<file path="src/rtl/dev_io_arbiter.sv">
// Two-client ownership arbiter for the shared I/O channel: req/gnt handshake,
// round-robin on ties, and a drain + guard gap before select may move.
module dev_io_arbiter #(
  parameter bit INIT_SELECT   = 1'b0,
  parameter int GUARD_CYCLES  = 2,
  parameter int DRAIN_TIMEOUT = 1024
) (
  input  logic clk,
  input  logic rst_n,
  input  logic req0,
  input  logic req1,
  output logic gnt0,
  output logic gnt1,
  output logic select,
  input  logic putc_push,
  input  logic putc_push_done,
  input  logic getc_pop,
  output logic busy,
  output logic drain_err
);

  localparam int MAX_CNT = (GUARD_CYCLES > DRAIN_TIMEOUT) ? GUARD_CYCLES : DRAIN_TIMEOUT;
  localparam int CW      = (MAX_CNT < 1) ? 1 : $clog2(MAX_CNT + 1);
  localparam logic [CW-1:0] GUARD_LIM = CW'(GUARD_CYCLES);
  localparam logic [CW-1:0] TOUT_LIM  = CW'(DRAIN_TIMEOUT);
  localparam logic [CW-1:0] CNT_SAT   = {CW{1'b1}};
  localparam logic [CW-1:0] CNT_ONE   = CW'(1);

  typedef enum logic [1:0] {
    IDLE  = 2'd0,
    GRANT = 2'd1,
    DRAIN = 2'd2
  } state_t;

  state_t        state_reg;
  logic          gnt0_reg;
  logic          gnt1_reg;
  logic          select_reg;
  logic          busy_reg;
  logic          drain_err_reg;
  logic          last_owner_reg;
  logic          pending_reg;
  logic [CW-1:0] guard_cnt_reg;
  logic [CW-1:0] tout_cnt_reg;

  logic          quiet;
  logic          owner_req;
  logic          pick;
  logic          timeout_hit;
  logic [CW-1:0] tout_inc;

  always_comb begin
    quiet       = !pending_reg && !putc_push && !getc_pop;
    owner_req   = select_reg ? req1 : req0;
    // On a tie the side that did not own the channel last wins.
    pick        = (req0 && req1) ? ~last_owner_reg : req1;
    tout_inc    = (tout_cnt_reg == CNT_SAT) ? tout_cnt_reg : tout_cnt_reg + CNT_ONE;
    timeout_hit = (DRAIN_TIMEOUT != 0) && (state_reg == DRAIN) && !quiet &&
                  (tout_inc == TOUT_LIM);
  end

  always_ff @(posedge clk or negedge rst_n) begin
    if (!rst_n) begin
      state_reg      <= IDLE;
      gnt0_reg       <= 1'b0;
      gnt1_reg       <= 1'b0;
      select_reg     <= INIT_SELECT;
      busy_reg       <= 1'b0;
      drain_err_reg  <= 1'b0;
      last_owner_reg <= ~INIT_SELECT;
      pending_reg    <= 1'b0;
      guard_cnt_reg  <= '0;
      tout_cnt_reg   <= '0;
    end else begin
      // A timed-out drain abandons the outstanding putc so the guard can run.
      if (timeout_hit || putc_push_done) begin
        pending_reg <= 1'b0;
      end else if (putc_push) begin
        pending_reg <= 1'b1;
      end

      case (state_reg)
        IDLE: begin
          if (req0 || req1) begin
            select_reg     <= pick;
            gnt0_reg       <= ~pick;
            gnt1_reg       <= pick;
            last_owner_reg <= pick;
            busy_reg       <= 1'b1;
            state_reg      <= GRANT;
          end
        end
        GRANT: begin
          if (!owner_req) begin
            gnt0_reg      <= 1'b0;
            gnt1_reg      <= 1'b0;
            guard_cnt_reg <= '0;
            tout_cnt_reg  <= '0;
            state_reg     <= DRAIN;
          end
        end
        DRAIN: begin
          if (guard_cnt_reg == GUARD_LIM) begin
            busy_reg  <= 1'b0;
            state_reg <= IDLE;
          end
          if (!quiet) begin
            guard_cnt_reg <= '0;
            tout_cnt_reg  <= tout_inc;
          end else if (guard_cnt_reg != CNT_SAT) begin
            guard_cnt_reg <= guard_cnt_reg + CNT_ONE;
          end
          if (timeout_hit) begin
            drain_err_reg <= 1'b1;
          end
        end
        default: begin
          state_reg <= IDLE;
        end
      endcase
    end
  end

  assign gnt0      = gnt0_reg;
  assign gnt1      = gnt1_reg;
  assign select    = select_reg;
  assign busy      = busy_reg;
  assign drain_err = drain_err_reg;

endmodule

</file>
<file path="config.mk">
export PLATFORM = sky130hd
export DESIGN_NAME = dev_io_arbiter
export DESIGN_NICKNAME = d
export VERILOG_FILES = /design/src/rtl/dev_io_arbiter.sv
export SDC_FILE = /design/constraint.sdc
export NUM_CORES = 1
export LEC_CHECK = 0
export ABC_AREA = 1
export BUFFER_PORTS_ARGS = -buffer_cell sky130_fd_sc_hd__clkbuf_2
export CAP_MARGIN = 20
export CORE_ASPECT_RATIO = 0.8
export CORE_MARGIN = 1.5
export CORE_UTILIZATION = 30
export DETAILED_ROUTE_END_ITERATION = 10
export PLACE_DENSITY_LB_ADDON = 0.12
export SYNTH_ARGS = -nofsm -noshare
export SYNTH_HDL_FRONTEND = slang
export SYNTH_SLANG_ARGS = --single-unit
export TNS_END_PERCENT = 50
</file>
<file path="constraint.sdc">
create_clock -name clk -period 2.2 [get_ports clk]
set_clock_uncertainty 0.1 [all_clocks]
set_input_delay 0.44 -clock clk [delete_from_list [all_inputs] [get_ports clk]]
set_output_delay 0.44 -clock clk [all_outputs]
set_load 0.05 [all_outputs]
</file>
# Yosys cells after proc, flatten, opt, wreduce, memory -nomap -nowiden
# Cells that the tools add are included.
# W data, S select, Z words.
[classes] addsub=2 multipliers=0 div=0 magnitude_cmp=0 n_eq_ne=11 shift=0 n_mux=23 bitwise=2 reduce_logical=23
[op_table] op="$mux W11" count=5
[op_table] op="$pmux W11 S2" count=2
[op_table] op="$add A11 B1 Y11 const B" count=2
[op_table] op="$eq A11 B11 Y1 const B" count=2
[op_table] op="$reduce_and A3 Y1" count=5
[op_table] op="$eq A11 B2 Y1 const B" count=1
[op_table] op="$ne A11 B11 Y1 const B" count=1
[op_table] op="$mux W1" count=9
[op_table] op="$reduce_bool A2 Y1" count=4
[op_table] op="$mux W2" count=3
[op_table] op="$ne A2 B2 Y1 const B" count=3
[op_table] op="$pmux W1 S2" count=3
[op_table] op="$pmux W2 S3" count=1
[op_table] op="$logic_and A1 B1 Y1" count=5
[op_table] op="$logic_not A1 Y1" count=4
[op_table] op="$reduce_and A2 Y1" count=2
[op_table] op="$ne A3 B2 Y1 const B" count=1
[op_table] op="$eq A2 B1 Y1 const B" count=1
[op_table] op="$eq A2 B2 Y1 const B" count=1
[op_table] op="$logic_not A2 Y1" count=1
[op_table] op="$logic_or A1 B1 Y1" count=2
[op_table] op="$ne A2 B1 Y1 const B" count=1
[op_table] op="$not A1 Y1" count=2
[word_totals] reg_bits=31 latch_bits=0 ramBits=0 rom_bits=0 input_bits=7 output_inout_bits=5 n_memories=0

# Longest topological paths before layout
# Gate-level depths: netlist of the first run.
[logic_depth] depth_word=8 mapped_depth=10 ltp_nobuf=10

# Worst setup path after synthesis of the first run
# Ideal clock, no wire load.
[synth_timing] path_type="register -> register" start="register select_reg (netlist: select)" end="register guard_cnt_reg[10]" setup_ps=78 arrival_ps=1491 setup_slack_ps=531 stages_incl_launch_ff=10 n_path_buf=1 period_less_slack_ps=1669 path_cell_list="dfrtp_1 -> nand2_1 -> nand2_1 -> nor2_2 -> nor2_2 -> nand2_2 -> nand2_2 -> buf_6 -> nand3_1 -> a21boi_1"
[synth_between] elab_chain_len=3
[synth_lines] element="start: declaration" line_no="38" rtl="logic select_reg;"
[synth_lines] element="start signal: assignment" line_no="85" rtl="select_reg <= pick;"
[synth_lines] element="$mux W1" line_no="54" rtl="owner_req = select_reg ? req1 : req0;"
[synth_lines] element="$ne A2 B2 Y1 (no source line)"
[synth_lines] element="$reduce_and A3 Y1 (no source line)"
[synth_lines] element="end signal: assignment" line_no="111" rtl="guard_cnt_reg <= guard_cnt_reg + CNT_ONE;"
[synth_lines] element="end: declaration" line_no="43" rtl="logic [CW-1:0] guard_cnt_reg;"
# Every way passes these cells.
# A chain may end at the register's enable or synchronous reset.

# Worst setup path after layout of the first run
[layout_timing] start="register state_reg[1]" end="register guard_cnt_reg[0]"
[layout_between] elab_chain_len=3
[layout_lines] element="start: declaration" line_no="35" rtl="state_t state_reg;"
[layout_lines] element="start signal: assignment" line_no="64" rtl="state_reg <= IDLE;"
[layout_lines] element="start signal: assignment" line_no="90" rtl="state_reg <= GRANT;"
[layout_lines] element="start signal: assignment" line_no="99" rtl="state_reg <= DRAIN;"
[layout_lines] element="$eq A2 B2 Y1 / $eq A2 B1 Y1 (equally long branches)" line_no="82" rtl="case (state_reg)"
[layout_lines] element="$ne A3 B2 Y1 (no source line) (tied with other cells)"
[layout_lines] element="$reduce_and A3 Y1 (no source line)"
# Parallel ways exist; a longest one is shown, timed or not.

==> run summary, run 1 <==
The TritonCTS sink count is 31, and the total number of vias is 1721. The transition time at the pin with the least slew margin came out at 555.0 ps. STA classifies the critical path startpoint as a flip-flop. Adding up every negative setup slack in the final design gives 0 ps.

The tools report the count of pins over their slew limit as 0. Library cell contributing the largest single delay on the critical path: sky130_fd_sc_hd__dfrtp_1. Die height: 75.40 um. For the initial DRC count, the log shows 100. Total nets after synthesis: 275.

The tools report the synthesized instance count as 260. The largest single stage delay on the critical path is 380 ps. The instance area at placement came out at 0.002147 mm2. The global placement routability congestion is 0.7934. The H-tree generated during clock tree synthesis spans 2 levels.

Setup repair after global routing left no endpoint under its margin. The layout overhead on the synthesized area was 13.94%. The clock latency at the later pin of the worst-skew pair is 280 ps.

Leaving out fill and tap cells, the most frequent cells in the layout are sky130_fd_sc_hd__nand2_1, sky130_fd_sc_hd__inv_1, sky130_fd_sc_hd__dfrtp_1, sky130_fd_sc_hd__nor2_1, sky130_fd_sc_hd__nand3_1. Remaining number of nets flagged by the antenna check after routing: 0. The core region is 0.006376 mm2.

The share of the clock period used by the worst path after layout was 89.79%; the initial core utilization was 30.83%. For the count of standard-cell rows, the log shows 26. The arrival time at the worst endpoint is 2060 ps, and the cell area after layout is 0.002240 mm2.

The capturing point of the worst reg2reg path is guard_cnt_reg[0]. For this run, the leading register cell type out of synthesis is sky130_fd_sc_hd__dfrtp_1. For this design the static power due to leakage is 0.9988 nW. For the I/O pin total, the log shows 12. In the final routed layout, each cell accounts on average for 12.73 um. The average cell area after synthesis was 7.560 um2. Walking the worst path, the cells encountered are inv_1 -> ha_1 -> nand2_1 -> nor2_2 -> nor2_2 -> nand2_2 -> nand2_2 -> inv_1 -> nand2_1 -> o31ai_1. The number of buffers created by CTS came out at 5.

The logs give 29.25 ps for the worst hold margin and 0 for the number of failing setup endpoints in the final timing report. The tools report the post-detailed-placement half-perimeter wirelength as 3552 um. TritonCTS built the clock tree. The die covers 0.007050 mm2. The setup check on the worst reg-to-reg path leaves a slack of 220 ps. Worst IR drop on VDD: 660.3 uV. The depth of the most critical reg-to-reg path is 10. At the end of the flow, the number of nets in the layout was 296.

Sequential element share of the synthesized area: 39.53%. Global routing used 14.65% of the available tracks across all layers. The fraction of layout instances using a drive strength above 1 was 19.15%. Counting flops and latches in the post-synthesis netlist gives 31.

Vias per cell: 4.702. Required time of the critical path: 2280 ps. The library cell used most frequently in the layout, excluding fill and tap cells, is sky130_fd_sc_hd__nand2_1. The longest clock path from root to sink contains 2 buffers.

The most critical setup path has its startpoint at state_reg[1]. The logs give 0 for the antenna diode count and 22 for the maximum number of pins on one net before global-route repair. The worst path in the final design needs a cycle of 1975 ps, including I/O delays and setup. The remaining global-route overflow was 0. The tools report the number of antenna violations at the first check in global routing as 0.

Across the whole layout, storage elements account for 778.2 um2. The run finished with clean final reports. The critical path in this run is classified as flip-flop to flip-flop.

The Yosys step of the flow raised 0 warnings. The length of the first detailed-routing pass in iterations is 4, and the power density normalized to cell area is 1053 mW/mm2. Counting the fill cells in the layout gives 691.

The number of endpoints with negative hold slack in the final report was 0. The maximum operating frequency was 506.3 MHz. After clock tree synthesis, the clock-pin slew on the worst setup and hold paths is 80 ps.

Worst min-delay path category: input pin to async pin. For the via count of the first global-routing pass, the log shows 1578. The first global-routing pass estimated 7907 um of wire. The root buffer cell chosen for the clock tree is sky130_fd_sc_hd__clkbuf_8.

The startpoint of the most critical register-to-register path was state_reg[1]. Combined area of the multi-input logic cells: 0.001045 mm2. The run gives 0 as the number of maximum-capacitance constraint violations. In the synthesized netlist the async set-or-reset flop fraction comes to 100.0%. Number of I/O port buffers: 11.

The worst setup path is captured at a flip-flop. The wire length reported by the detailed router was 4661 um. The die is 93.50 um wide. Of all nets on the critical path, the largest fanout is 12. The logs give 0 for the residual DRC count and 0.001966 mm2 for the combined area of all synthesized cells. The number of different library cells used by synthesis comes to 38. The number of synthesized flops with an enable pin was 0; the worst slew slack as a fraction of its limit was 63.00%.
-- Yosys cell counts, types with 2 or more instances --
cell / number / share of area (%)
sky130_fd_sc_hd__nand2_1: 62 / 12
sky130_fd_sc_hd__dfrtp_1: 30 / 38
sky130_fd_sc_hd__inv_1: 30 / 5.7
sky130_fd_sc_hd__nor2_1: 26 / 5.0
sky130_fd_sc_hd__nand3_1: 21 / 5.3
sky130_fd_sc_hd__o21ai_0: 16 / 4.1
sky130_fd_sc_hd__a21oi_1: 9 / 2.3
sky130_fd_sc_hd__ha_1: 8 / 5.1
sky130_fd_sc_hd__nand2_2: 8 / 2.5
sky130_fd_sc_hd__nand4_1: 6 / 1.9
sky130_fd_sc_hd__nor2_2: 6 / 1.9
sky130_fd_sc_hd__inv_2: 4 / 0.76
sky130_fd_sc_hd__nor2_4: 3 / 1.7
sky130_fd_sc_hd__o21ai_2: 3 / 1.3
sky130_fd_sc_hd__xor2_1: 3 / 1.3
sky130_fd_sc_hd__nor3_1: 2 / 0.51
sky130_fd_sc_hd__o22ai_1: 2 / 0.64
-- layout make-up --
| cell class | count | area share (%) |
|---|---|---|
| clock buffer | 7 | 3.855 |
| clock inverter | 1 | 0.2235 |
| inverter | 34 | 5.698 |
| multi-input combinational | 193 | 46.65 |
| sequential | 31 | 34.75 |
| tap | 84 | 4.693 |
| timing repair buffer | 16 | 4.134 |
-- power breakdown --
group / leakage [nW] / switching, mW / internal (mW) / total, mW
sequential: 0.412 / 0.0777 / 0.674 / 0.752
combinational: 0.539 / 0.802 / 0.327 / 1.13
clock: 0.0482 / 0.225 / 0.253 / 0.478
total: 0.999 / 1.10 / 1.25 / 2.36
-- routing by layer --
metal | vias up | part of all wire [%] | GRT usage (%)
met5 | - | 0 | 0
met4 | 0 | 0.86 | 4.209
met3 | 2 | 5.3 | 3.293
met2 | 45 | 38 | 19.48
met1 | 789 | 56 | 23.04
li1 | 885 | - | -
-- worst max path at each step --
stage                         to  slack, ps  cells after the start
6_report        guard_cnt_reg[0]        220                     10
3_5_place_dp    guard_cnt_reg[0]        180                     10
3_3_place_gp    guard_cnt_reg[0]        150                     10
4_1_cts         guard_cnt_reg[0]        170                     10
5_1_grt         guard_cnt_reg[0]         10                     10
2_1_floorplan  guard_cnt_reg[10]        530                      9
-- what timing repair did --
item	4_1_cts	5_1_grt
endpoints found under the hold margin	0	0
hold buffers	0	0
gates resized for setup	0	1
setup buffers	0	0
endpoints found under the setup margin	0	2
-- logic make-up after synthesis --
logic type,count (synthesis),share of synthesized area [%]
compound gates,41,12.73
xor+xnor,4,1.783
fa+ha+maj,8,5.093
buf+inv,36,7.320
flops,31,39.53
simple gates,140,33.55
-- per-stage QoR --
stage	total power [mW]	instances	util, %	setup WS, ps
detailed placement	1.905	358	33.67	177.6
CTS	2.393	366	35.11	169.8
finish	2.358	366	35.13	224.7
floorplan	1.627	260	-	531.2
global placement	1.915	358	33.67	147.4
global route	2.559	366	35.13	14.42
-- worst max-delay path, delay by kind of cell, from the launching register on --
| kind | cells | cell delay, ps |
|---|---|---|
| adder cells (fa/ha/maj) | 1 | 230 |
| AO/OA/AOI/OAI | 1 | 70 |
| AND/OR/NAND/NOR | 6 | 790 |
| buffers and inverters | 2 | 320 |
| flip-flops | 1 | 380 |
Note: power is estimated with default switching activity, not from simulation.
==> run 2: changes to the inputs <==
Settings changed: CORE_UTILIZATION 30 to 54, HOLD_SLACK_MARGIN from default to 0.03.
==> run 2 against run 1 <==
Global-route usage grew 8.1 points. Sequential cell count is the same. Power shrank 4.1%. Core utilization grew 27 points. Combinational power shrank 4%. Critical path depth shrank 1. Design area shrank 3.9%. First-iteration DRC count grew 24%. Largest cell class unchanged. Highest routed layer unchanged.
==> run summary, run 2 (synthesized netlist as in run 1, its figures left out) <==
The flow ran to the end, and the final reports show no timing, DRC or antenna violations. The share of the clock period used by the worst path after layout works out to 86.59% (was 89.79%). The run gives 0 (unchanged) as the count of pins over their slew limit.

The TritonCTS sink count is 31 (unchanged), and the internal power summed over all cells is 1.214 mW (was 1.254 mW). The die span in x came out at 70.46 um (was 93.50 um). Worst IR drop on VDD: 946.6 uV (was 660.3 uV). The logs give 62.43% (was 35.13%) for the utilization of the core after routing and 0 (unchanged) for the antenna diode count. Crit path cell chain: ha_1 -> nand3_1 -> nor2_4 -> nand3_1 -> nand2_2 -> nand2_2 -> inv_1 -> nand2_1 -> o31ai_1 (was inv_1 -> ha_1 -> nand2_1 -> nor2_2 -> nor2_2 -> nand2_2 -> nand2_2 -> inv_1 -> nand2_1 -> o31ai_1).

Initial core utilization: 57.02% (was 30.83%). The maximum buffer depth of the clock tree was 2 (unchanged). The run gives 280 ps (about the same) as the clock latency at the later pin of the worst-skew pair.

The initial DRC count came out at 124 (was 100). The tools report the kind of launch point of the worst setup path as a flip-flop (unchanged). The tools report the maximum operating frequency as 524.9 MHz (was 506.3 MHz). Floorplan core area: 0.003447 mm2 (was 0.006376 mm2). The library cell contributing the largest single delay on the critical path was sky130_fd_sc_hd__dfrtp_1 (unchanged). The switching portion of total power was 46.29% (was 46.83%). The number of maximum-capacitance constraint violations is 0 (unchanged), and the average wire per cell in the routed design is 12.62 um (was 12.73 um). The tools report the worst setup slack after layout as 295.0 ps (was 224.7 ps).

The run gives 48.1% (was 47.9%) as the relative contribution of combinational cells to total power. The type of element capturing the critical path is a flip-flop (unchanged). The clock-pin slew on the worst setup and hold paths is 60 ps (was 80 ps). The logs give 7051 um (was 7907 um) for the global-route wire length before repair and 0 (unchanged) for the number of failing setup endpoints in the final timing report. The global placement routability congestion is 0.8960 (was 0.7934). The tools report the remaining global-route overflow as 0 (unchanged). Length of the first detailed-routing pass in iterations: 4 (unchanged). For the post-detailed-placement half-perimeter wirelength, the log shows 3137 um (was 3552 um).

The number of endpoints with negative hold slack in the final report was 0 (unchanged); the share of power burned in the clock network was 18.6% (was 20.3%). Leading cell types in the layout, fill and taps excluded: sky130_fd_sc_hd__nand2_1, sky130_fd_sc_hd__inv_1, sky130_fd_sc_hd__dfrtp_1, sky130_fd_sc_hd__nor2_1, sky130_fd_sc_hd__nand3_1 (unchanged). The root cell of the clock tree was sky130_fd_sc_hd__clkbuf_8 (unchanged).

The global-route total usage across every layer was 22.74% (was 14.65%); the power density normalized to cell area was 1050 mW/mm2 (was 1053 mW/mm2). The count of standard-cell rows was 19 (was 26); the fraction of layout instances using a drive strength above 1 was 17.20% (was 19.15%). The maximum number of pins on one net before global-route repair is 32 (was 22), and the post-CTS resize count is 0 (unchanged).

For the required time of the critical path, the log shows 2290 ps (was 2280 ps). The tools report the number of hold-repair buffers added at the cts stage as 0 (unchanged). The final-stage net count is 293 (was 296).

The number of I/O port buffers is 11 (unchanged). Setup repair after global routing left no endpoint under its margin. The maximum single-stage delay on the critical path was 450 ps (was 380 ps); the worst hold margin was 131.4 ps (was 29.25 ps). Remaining number of nets flagged by the antenna check after routing: 0 (unchanged). The residual DRC count is 0 (unchanged). The logs give 0 (unchanged) for the number of antenna violations at the first check in global routing and 0.9778 nW (was 0.9988 nW) for the leakage power summed over all cells. Power after layout: 2.260 mW (was 2.358 mW). The most frequent standard cell in the layout excluding fill and tap cells was sky130_fd_sc_hd__nand2_1 (unchanged). The tools report the total number of vias as 1698 (was 1721).

The vias per cell was 5.290 (was 4.702). The tools report the startpoint of the most critical register-to-register path as guard_cnt_reg[0] (was state_reg[1]). Worst slew slack as a fraction of its limit: 47.82% (was 63.00%). The I/O pin total was 12 (unchanged).

The time the final worst path needs with I/O delays and setup came out at 1905 ps (was 1975 ps). The total setup buffers inserted after CTS is 0 (unchanged). The maximum level of the CTS H-tree was 2 (unchanged). The critical path class was flip-flop to flip-flop (unchanged). The wire length reported by the detailed router is 4050 um (was 4661 um), and the worst reg-to-reg setup slack is 290 ps (was 220 ps).

The run gives 33.3% (was 31.9%) as the register share of total power. The logs give 0 ps (unchanged) for the aggregate negative setup slack and 307.7 ps (was 177.6 ps) for the post-place setup slack. The number of buffers created by CTS was 5 (unchanged).

Launch point of the critical path: guard_cnt_reg[0] (was state_reg[1]). Maximum net fanout on the critical path: 12 (unchanged). The layout overhead on the synthesized area works out to 9.484% (was 13.94%). TritonCTS built the clock tree.

The via count of the first global-routing pass is 1534 (was 1578), and the layout filler cell count is 325 (was 691). The die height came out at 56.97 um (was 75.40 um). The switching power summed over all nets was 1.046 mW (was 1.104 mW); the transition time at the pin with the least slew margin was 782.6 ps (was 555.0 ps).

The worst min-delay path category is input pin to async pin (unchanged). The area of the die is 0.004013 mm2 (was 0.007050 mm2), and the arrival time at the worst endpoint is 1990 ps (was 2060 ps).
run 2: area by class of cell:
type	count	area, um2	share of cell area [%]
clock buffer	8	80.08	3.721
inverter	34	127.6	5.930
multi-input combinational	193	1045	48.55
sequential	31	777.0	36.10
tap	42	52.55	2.442
timing repair buffer	13	70.07	3.256
run 2: through the flow:
stage	std cells	instance area, um2
final	321	2152
after global routing	321	2152
after CTS	321	2152
after detailed placement	313	2072
after global placement	313	2072
after floorplan	260	1966
run 2: routing by layer:
| metal | up-vias | routed length (um) | track usage (%) |
|---|---|---|---|
| met5 | - | 0 | 0 |
| met4 | 0 | 68 | 8.791 |
| met3 | 9 | 264 | 4.947 |
| met2 | 46 | 1656 | 32.48 |
| met1 | 761 | 2061 | 33.87 |
| li1 | 882 | - | - |
run 2: power groups by stage:
stage	registers (mW)	clock network, mW	logic (mW)
floorplan	0.876	0	0.751
global placement	0.755	0	1.07
detailed placement	0.762	0	1.09
CTS	0.753	0.435	1.10
global route	0.765	0.455	1.23
finish	0.752	0.421	1.09
run 2: worst max-delay path: cells and delay by family (launching register included):
kind,cells,cell delay (ps)
compound gates,1,60
fa+ha+maj,1,200
buf+inv,1,180
flops,1,450
simple gates,6,820
run 2: worst paths after layout:
kind | to | cells past startpoint
hold / removal | tout_cnt_reg[10] | 1
max in group asynchronous | select | 1
setup / recovery | guard_cnt_reg[0] | 9
setup reg to reg | guard_cnt_reg[0] | 9
min in group clk | pending_reg | 3
hold reg to reg | last_owner_reg | 2
